File: src/rtl/cond_unit.sv
// cond_unit: condition-check and flag-storage stage.
// Holds the architectural NZCV register and evaluates each issued instruction's
// ARM-style condition field against it. The same result gates the PC, register
// and memory write strobes, and drives the executed/squashed counters.
module cond_unit #(
  parameter int CNT_W = 16
) (
  input  logic             clk,
  input  logic             rst_n,
  input  logic             valid_i,
  input  logic [3:0]       Cond,
  input  logic [3:0]       ALUFlags,
  input  logic [1:0]       FlagW,
  input  logic             PCS,
  input  logic             RegW,
  input  logic             MemW,
  input  logic             NoWrite,
  output logic             PCSrc,
  output logic             RegWrite,
  output logic             MemWrite,
  output logic             CondEx,
  output logic             Illegal,
  output logic [3:0]       Flags,
  output logic [CNT_W-1:0] exec_cnt,
  output logic [CNT_W-1:0] skip_cnt
);

  localparam logic [CNT_W-1:0] CntOne = {{(CNT_W-1){1'b0}}, 1'b1};

  logic [3:0]       flags_q;
  logic [CNT_W-1:0] exec_q;
  logic [CNT_W-1:0] skip_q;
  logic             cond_pass;
  logic             flag_n;
  logic             flag_z;
  logic             flag_c;
  logic             flag_v;

  // Conditions always look at the stored flags, never at this cycle's ALU flags.
  assign flag_n = flags_q[3];
  assign flag_z = flags_q[2];
  assign flag_c = flags_q[1];
  assign flag_v = flags_q[0];

  // Condition lookup against the stored NZCV; the reserved code 1111 never passes.
  always_comb begin
    cond_pass = 1'b0;
    unique case (Cond)
      4'b0000: cond_pass = flag_z;
      4'b0001: cond_pass = ~flag_z;
      4'b0010: cond_pass = flag_c;
      4'b0011: cond_pass = ~flag_c;
      4'b0100: cond_pass = flag_n;
      4'b0101: cond_pass = ~flag_n;
      4'b0110: cond_pass = flag_v;
      4'b0111: cond_pass = ~flag_v;
      4'b1000: cond_pass = flag_c & ~flag_z;
      4'b1001: cond_pass = ~flag_c | flag_z;
      4'b1010: cond_pass = (flag_n == flag_v);
      4'b1011: cond_pass = (flag_n != flag_v);
      4'b1100: cond_pass = ~flag_z & (flag_n == flag_v);
      4'b1101: cond_pass = flag_z | (flag_n != flag_v);
      4'b1110: cond_pass = 1'b1;
      4'b1111: cond_pass = 1'b0;
      default: cond_pass = 1'b0;
    endcase
  end

  // Every strobe is qualified by valid_i so idle cycles leave no side effects.
  always_comb begin
    CondEx   = valid_i & cond_pass;
    Illegal  = valid_i & (Cond == 4'b1111);
    PCSrc    = CondEx & PCS;
    MemWrite = CondEx & MemW;
    RegWrite = CondEx & RegW & ~NoWrite;
  end

  // NZ and CV halves update independently; a squashed setter leaves both untouched.
  always_ff @(posedge clk or negedge rst_n) begin
    if (!rst_n) begin
      flags_q <= 4'b0000;
    end else begin
      if (CondEx && FlagW[1]) begin
        flags_q[3:2] <= ALUFlags[3:2];
      end
      if (CondEx && FlagW[0]) begin
        flags_q[1:0] <= ALUFlags[1:0];
      end
    end
  end

  // Each issued instruction bumps exactly one of the two wrapping counters.
  always_ff @(posedge clk or negedge rst_n) begin
    if (!rst_n) begin
      exec_q <= '0;
      skip_q <= '0;
    end else if (valid_i) begin
      if (CondEx) begin
        exec_q <= exec_q + CntOne;
      end else begin
        skip_q <= skip_q + CntOne;
      end
    end
  end

  assign Flags    = flags_q;
  assign exec_cnt = exec_q;
  assign skip_cnt = skip_q;

endmodule

File: config.mk
export PLATFORM = sky130hd
export DESIGN_NAME = cond_unit
export DESIGN_NICKNAME = d
export VERILOG_FILES = /design/src/rtl/cond_unit.sv
export SDC_FILE = /design/constraint.sdc
export NUM_CORES = 1
export LEC_CHECK = 0
export BUFFER_PORTS_ARGS = -buffer_cell sky130_fd_sc_hd__buf_4
export CAP_MARGIN = 40
export CORE_MARGIN = 5
export CORE_UTILIZATION = 49
export DETAILED_ROUTE_END_ITERATION = 8
export PLACE_DENSITY = 0.81
export SLEW_MARGIN = 30
export SYNTH_ARGS = -nofsm -noshare
export SYNTH_HDL_FRONTEND = slang
export SYNTH_SLANG_ARGS = --single-unit
File: constraint.sdc
create_clock -name clk -period 2.2 [get_ports clk]
set_input_delay 0.22 -clock clk [delete_from_list [all_inputs] [get_ports clk]]
set_output_delay 0.22 -clock clk [all_outputs]
set_load 0.01 [all_outputs]
### After elaboration in Yosys (flattened, before gate mapping)

Cells that the tools add are included.

| storage, ports and cells | value |
|---|---|
| bits in registers | 36 |
| bits of input ports | 17 |
| output and inout bits | 41 |
| word-level logic and storage cells | 45 |

| operators by class | value |
|---|---|
| add/subtract/negate cells | 2 |
| eq/ne operators | 17 |
| mux-type cells | 1 |
| bitwise operators | 16 |
| reductions and logical operators | 5 |

Operators with widths:

| kind | number |
|---|---|
| adder 16 x 1 -> 16 bit, second input constant | 2 |
| == test 4 bit, second input constant | 8 |
| == test 4 x 3 -> 1 bit, second input constant | 4 |
| case mux 1 bit (16 select lines) | 1 |
| bitwise AND 1 bit | 8 |
| == test 4 x 2 -> 1 bit, second input constant | 2 |
| inverter 1 bit | 6 |
| == test 4 x 1 -> 1 bit, second input constant | 1 |
| zero test 4 bit | 1 |
| AND reduction 2 bit | 2 |
| logical AND 1 bit | 2 |
| bitwise OR 1 bit | 2 |
| == test 1 bit | 1 |
| != test 1 bit | 1 |

### Longest topological paths before layout

| depth | value |
|---|---|
| word-level depth | 6 |
| depth in mapped cells | 8 |

### Worst setup path after synthesis

OpenSTA, ideal clock, no wires.

| path | value |
|---|---|
| path kind | register to register |
| start | register flags_q[2] (netlist: Flags[2]) |
| end | register flags_q[2] (netlist: Flags[2]) |
| data arrival time | 1.924 ns |
| setup slack | 0.151 ns |
| stages on the path, launching flop included | 8 |
| path buffers | 1 |
| period minus slack after synthesis | 2.049 ns |
| cells stage by stage | dfrtp_1 and3b_1 a22oi_2 mux2i_2 a31oi_4 buf_6 nand2_2 mux2_4 |

| between the ends | value |
|---|---|
| word-level cells in the longest chain between the ends | 5 |
| elaborated cells between the ends (all ways) | 8 |

Ends and longest elaborated chain:

| element | RTL line | RTL |
|---|---|---|
| from (decl) | 30 | `logic [3:0] flags_q;` |
| from (signal assigned) | 84 | `flags_q[3:2] <= ALUFlags[3:2];` |
| inverter 1 bit | 50, 57, 61 |  |
| bitwise AND 1 bit (on tied branches) | 61, 57 |  |
| case mux 1 bit (16 select lines) (*) | 48 | `unique case (Cond)` |
| bitwise AND 1 bit (*) | 71 | `CondEx = valid_i & cond_pass;` |
| logical AND 1 bit (*) | 83 | `if (CondEx && FlagW[1]) begin` |

Every way passes the cells marked *; elsewhere a longest branch is shown, timed or not.
A chain may end at the register's enable or synchronous reset.

### Worst setup path in the final report

| path | value |
|---|---|
| start | register flags_q[1] (netlist: Flags[1]) |
| end | output MemWrite |

| between the ends | value |
|---|---|
| word-level cells in the longest chain between the ends | 5 |
| elaborated cells between the ends (all ways) | 6 |

Ends and longest elaborated chain:

| element | RTL line | RTL |
|---|---|---|
| from (signal assigned) | 87 | `flags_q[1:0] <= ALUFlags[1:0];` |
| inverter 1 bit | 52, 58 |  |
| bitwise OR 1 bit | 58 | `4'b1001: cond_pass = ~flag_c \| flag_z;` |
| case mux 1 bit (16 select lines) (*) | 48 |  |
| bitwise AND 1 bit (*) | 71 |  |
| bitwise AND 1 bit (*) | 74 | `MemWrite = CondEx & MemW;` |
| to (decl) | 20 | `output logic MemWrite,` |

Marked as above.

==> metrics.md <==
| Metric | Value |
|---|---|
| CTS Buf Count | `5` |
| Largest net degree at the start of global routing | `37` |
| Net Sw Frac | `about a third` |
| DPL Wire Length | `2940 um` |
| Core box area | `0.00369 mm^2` |
| Placed cell area | `roughly 0.0024 mm^2` |
| H-tree depth | `2` |
| Flops & latches, synth | `36` |
| Routed wire length | `between 4000 and 5000 um` |
| Clk sinks | `36` |
| Crit-path max cell delay | `0.41 ns` |
| Initial Util | `51.2%` |
| Syn-to-layout area delta | `40.5%` |
| DRC violations left | `0` |
| Slowest-stage cell, CP | `dfrtp_1` |
| Die ar. | `slightly above 0.005 mm^2` |
| Via density per instance | `between 5 and 6` |
| Post-Syn Nets | `190` |
| Ys Warns | `0` |
| Synth Flop Type | `dfrtp_1` |
| Hold Crit Class | `primary input to register` |
| Synth top area share | `47.7%` |
| Antenna viol nets, final | `0` |
| Internal Power | `1.83 mW` |
| R2R Setup Slk | `roughly 0.11 ns` |
| Layout cell share with drive strength beyond 1 | `between 30% and 40%` |
| Die Ht | `approximately 70 um` |
| Finished Cell Area | `roughly 0.0027 mm^2` |
| Via count | `around 1500` |
| Most common cell in the synthesized netlist | `dfrtp_1` |
| Period utilization | `around 100%` |
| Clock Latency Late Sink | `0.28 ns` |
| Clk slew on worst S/H paths | `0.07 ns` |
| Power density over cell area | `1020 mW/mm^2` |
| Worst Setup End Kind | `primary output` |
| Dominant cell type by area after synthesis | `dfrtp_1` |
| Max-cap violations | `0` |
| IO buf count | `57` |
| First-pass iteration count of the detailed router | `4` |
| Worst r2r src | `Flags[1]` |
| Mapped cell area | `roughly 0.0019 mm^2` |
| Kind of critical path | `register to primary output` |
| Async set or reset register ratio after synthesis | `100%` |
| P_leak | `around 1.3 nW` |
| I/O pins | `58` |
| FF-to-FF End | `Flags[0]` |
| Rows | `22` |
| Peak fanout along the critical path | `6` |
| Min cycle time layout | `2.19 ns` |
| Worst-margin pin slew | `around 0.45 ns` |
| Nets | `around 260` |
| Synth area leaders | `dfrtp_1 (48%), xnor2_1 (13%), nand3_1 (4.8%), nand4_1 (4.0%), and3_1 (3.3%)` |
| Clock share of power | `about 23%` |
| Setup Viol. Count Final | `0` |
| Comb pwr share | `40.3%` |
| Clock Skews | `0.00518 ns` |
| # diodes | `0` |
| Sequential power share | `between 30 and 40%` |
| WL/cell | `~14 um` |
| Most frequent cells after synthesis | `dfrtp_1 (36), xnor2_1 (29), nand3_1 (18)` |
| Final hold violations | `0` |
| CTS tree | `built` |
| Drt initial violations | `109` |
| Setup repair after global routing missed its margin | `true` |
| Gate Count Post-Synth | `171` |
| Vias in the first global route | `~1600` |
| All-Layer GR Usage | `between 10% and 20%` |
| CP dominant cell by count | `buf_6` |
| Worst hold endpoint | `Flags[1]` |
| Overall power | `between 2 and 3 mW` |
| Maximum vdd drop | `0.654 mV` |
| Mean area per synthesized cell | `around 11 um^2` |
| Routability Congestion | `between 0.7 and 0.8` |
| Global-route wire length before repair | `7320 um` |
| Outcome | `finished, final reports clean` |
| Fin Setup TNS | `0 ns` |
| CTS root buf | `clkbuf_8` |
| Critical path required time | `roughly 2.0 ns` |
| FF-to-FF path depth | `9` |
| Slew Limit Fails | `0` |
| Switching power | `approximately 0.87 mW` |
| Crit path DAT | `1.97 ns` |
| Clock Path Buffers | `2` |
| Initial antenna violation count | `0` |
| EDFF count, synth | `0` |
| Seq/Total Area, Yosys | `47.7%` |
| Worst path cell trace | `buf_6 > nor2b_4 > a22oi_2 > mux2i_2 > a31oi_4 > buf_12 > and2_1 > buf_6` |
| CP startpoint kind | `register` |
| Grt total ovfl | `0` |
| Slew HR | `around 70%` |
| HP Start | `ALUFlags[1]` |
| Library cells used by synthesis | `36` |
| Hold path depth | `2` |
| Fmax achieved | `between 0.4 and 0.5 GHz` |
| Die Width | `slightly above 70 um` |
## timing repair
item	CTS	global route
endpoints found under the setup margin	4	4
endpoints found under the hold margin	36	0
pin swaps	3	1
gates resized for setup	9	2
setup buffers	7	1
hold buffers	1	0
cloned	1	0
## worst max path at each step
stage,from,to,depth (start not counted)
6_report,Flags[1],MemWrite,8
3_5_place_dp,Flags[1],Flags[3],7
5_1_grt,Flags[1],RegWrite,7
3_3_place_gp,Cond[2],Flags[3],8
2_1_floorplan,Flags[2],Flags[2],7
4_1_cts,Flags[1],RegWrite,8
## power groups by stage
| stage | sequential [mW] | clock (mW) | combinational [mW] |
|---|---|---|---|
| floorplan | 1.04 | 0 | 0.458 |
| global placement | 0.988 | 0 | 0.901 |
| detailed placement | 0.994 | 0 | 0.927 |
| CTS | 0.985 | 0.651 | 1.07 |
| global route | 1.02 | 0.687 | 1.18 |
| finish | 0.988 | 0.628 | 1.09 |
## cell type report
class,count,area (um^2)
clock buffers,7,96.3
multi-input cells,128,967
fillers,295,1030
clock inverters,1,30.0
flip-flops and latches,36,901
inverters,1,3.75
repair buffers,71,596
well taps,48,60.1
## placed cells by master (no fill, tap or decap), types with 6 or more instances in the layout
cell / synthesis / final
and3_1: 10 / 10
nand2_1: 9 / 9
xnor2_1: 29 / 28
nand4_1: 12 / 12
nor2_1: 7 / 7
buf_6: 1 / 6
dfrtp_1: 36 / 36
clkbuf_8: 0 / 7
buf_4: 0 / 62
nand3_1: 18 / 18
## routing by layer
layer  vias to the layer above  part of all wire (%)  track usage [%]
met2                        43                    50             29.9
li1                        751                     -                -
met3                         8                   6.2             4.99
met1                       723                    42             21.4
met5                         -                     0                0
met4                         0                   1.6             5.85
## cell families (layout without fill, tap and decap cells)
group	count (synthesis)	after routing	share of synthesized area (%)
AO/OA/AOI/OAI	7	7	3.91
XOR/XNOR	32	32	14.8
adder cells (fa/ha/maj)	2	2	1.32
buffers and inverters	7	80	2.12
flip-flops	36	36	47.7
multiplexers	9	9	5.96
AND/OR/NAND/NOR	78	78	24.2
## worst max-delay path, delay by kind of cell (launching register included)
| kind | cells | cell delay [ns] |
|---|---|---|
| AO/OA/AOI/OAI | 2 | 0.31 |
| multiplexers | 1 | 0.30 |
| flip-flops | 1 | 0.41 |
| buffers and inverters | 3 | 0.41 |
| AND/OR/NAND/NOR | 2 | 0.27 |
## metrics by stage
step | util [%] | setup WS, ns | instances | hold WS (ns)
after global routing | 71.9 | -0.0738 | 292 | 0.158
after global placement | 64.6 | 0.210 | 274 | 0.203
after detailed placement | 64.6 | 0.179 | 274 | 0.206
final | 71.9 | 0.00658 | 292 | 0.173
after CTS | 71.5 | -0.0140 | 291 | 0.160
after floorplan | - | 0.151 | 171 | -0.0756
## sequential cells by signal, summed over array words and instances (netlist names)
name / cells
skip_cnt: 16
Flags: 4
exec_cnt: 16
(Power assumes the default switching activity.)
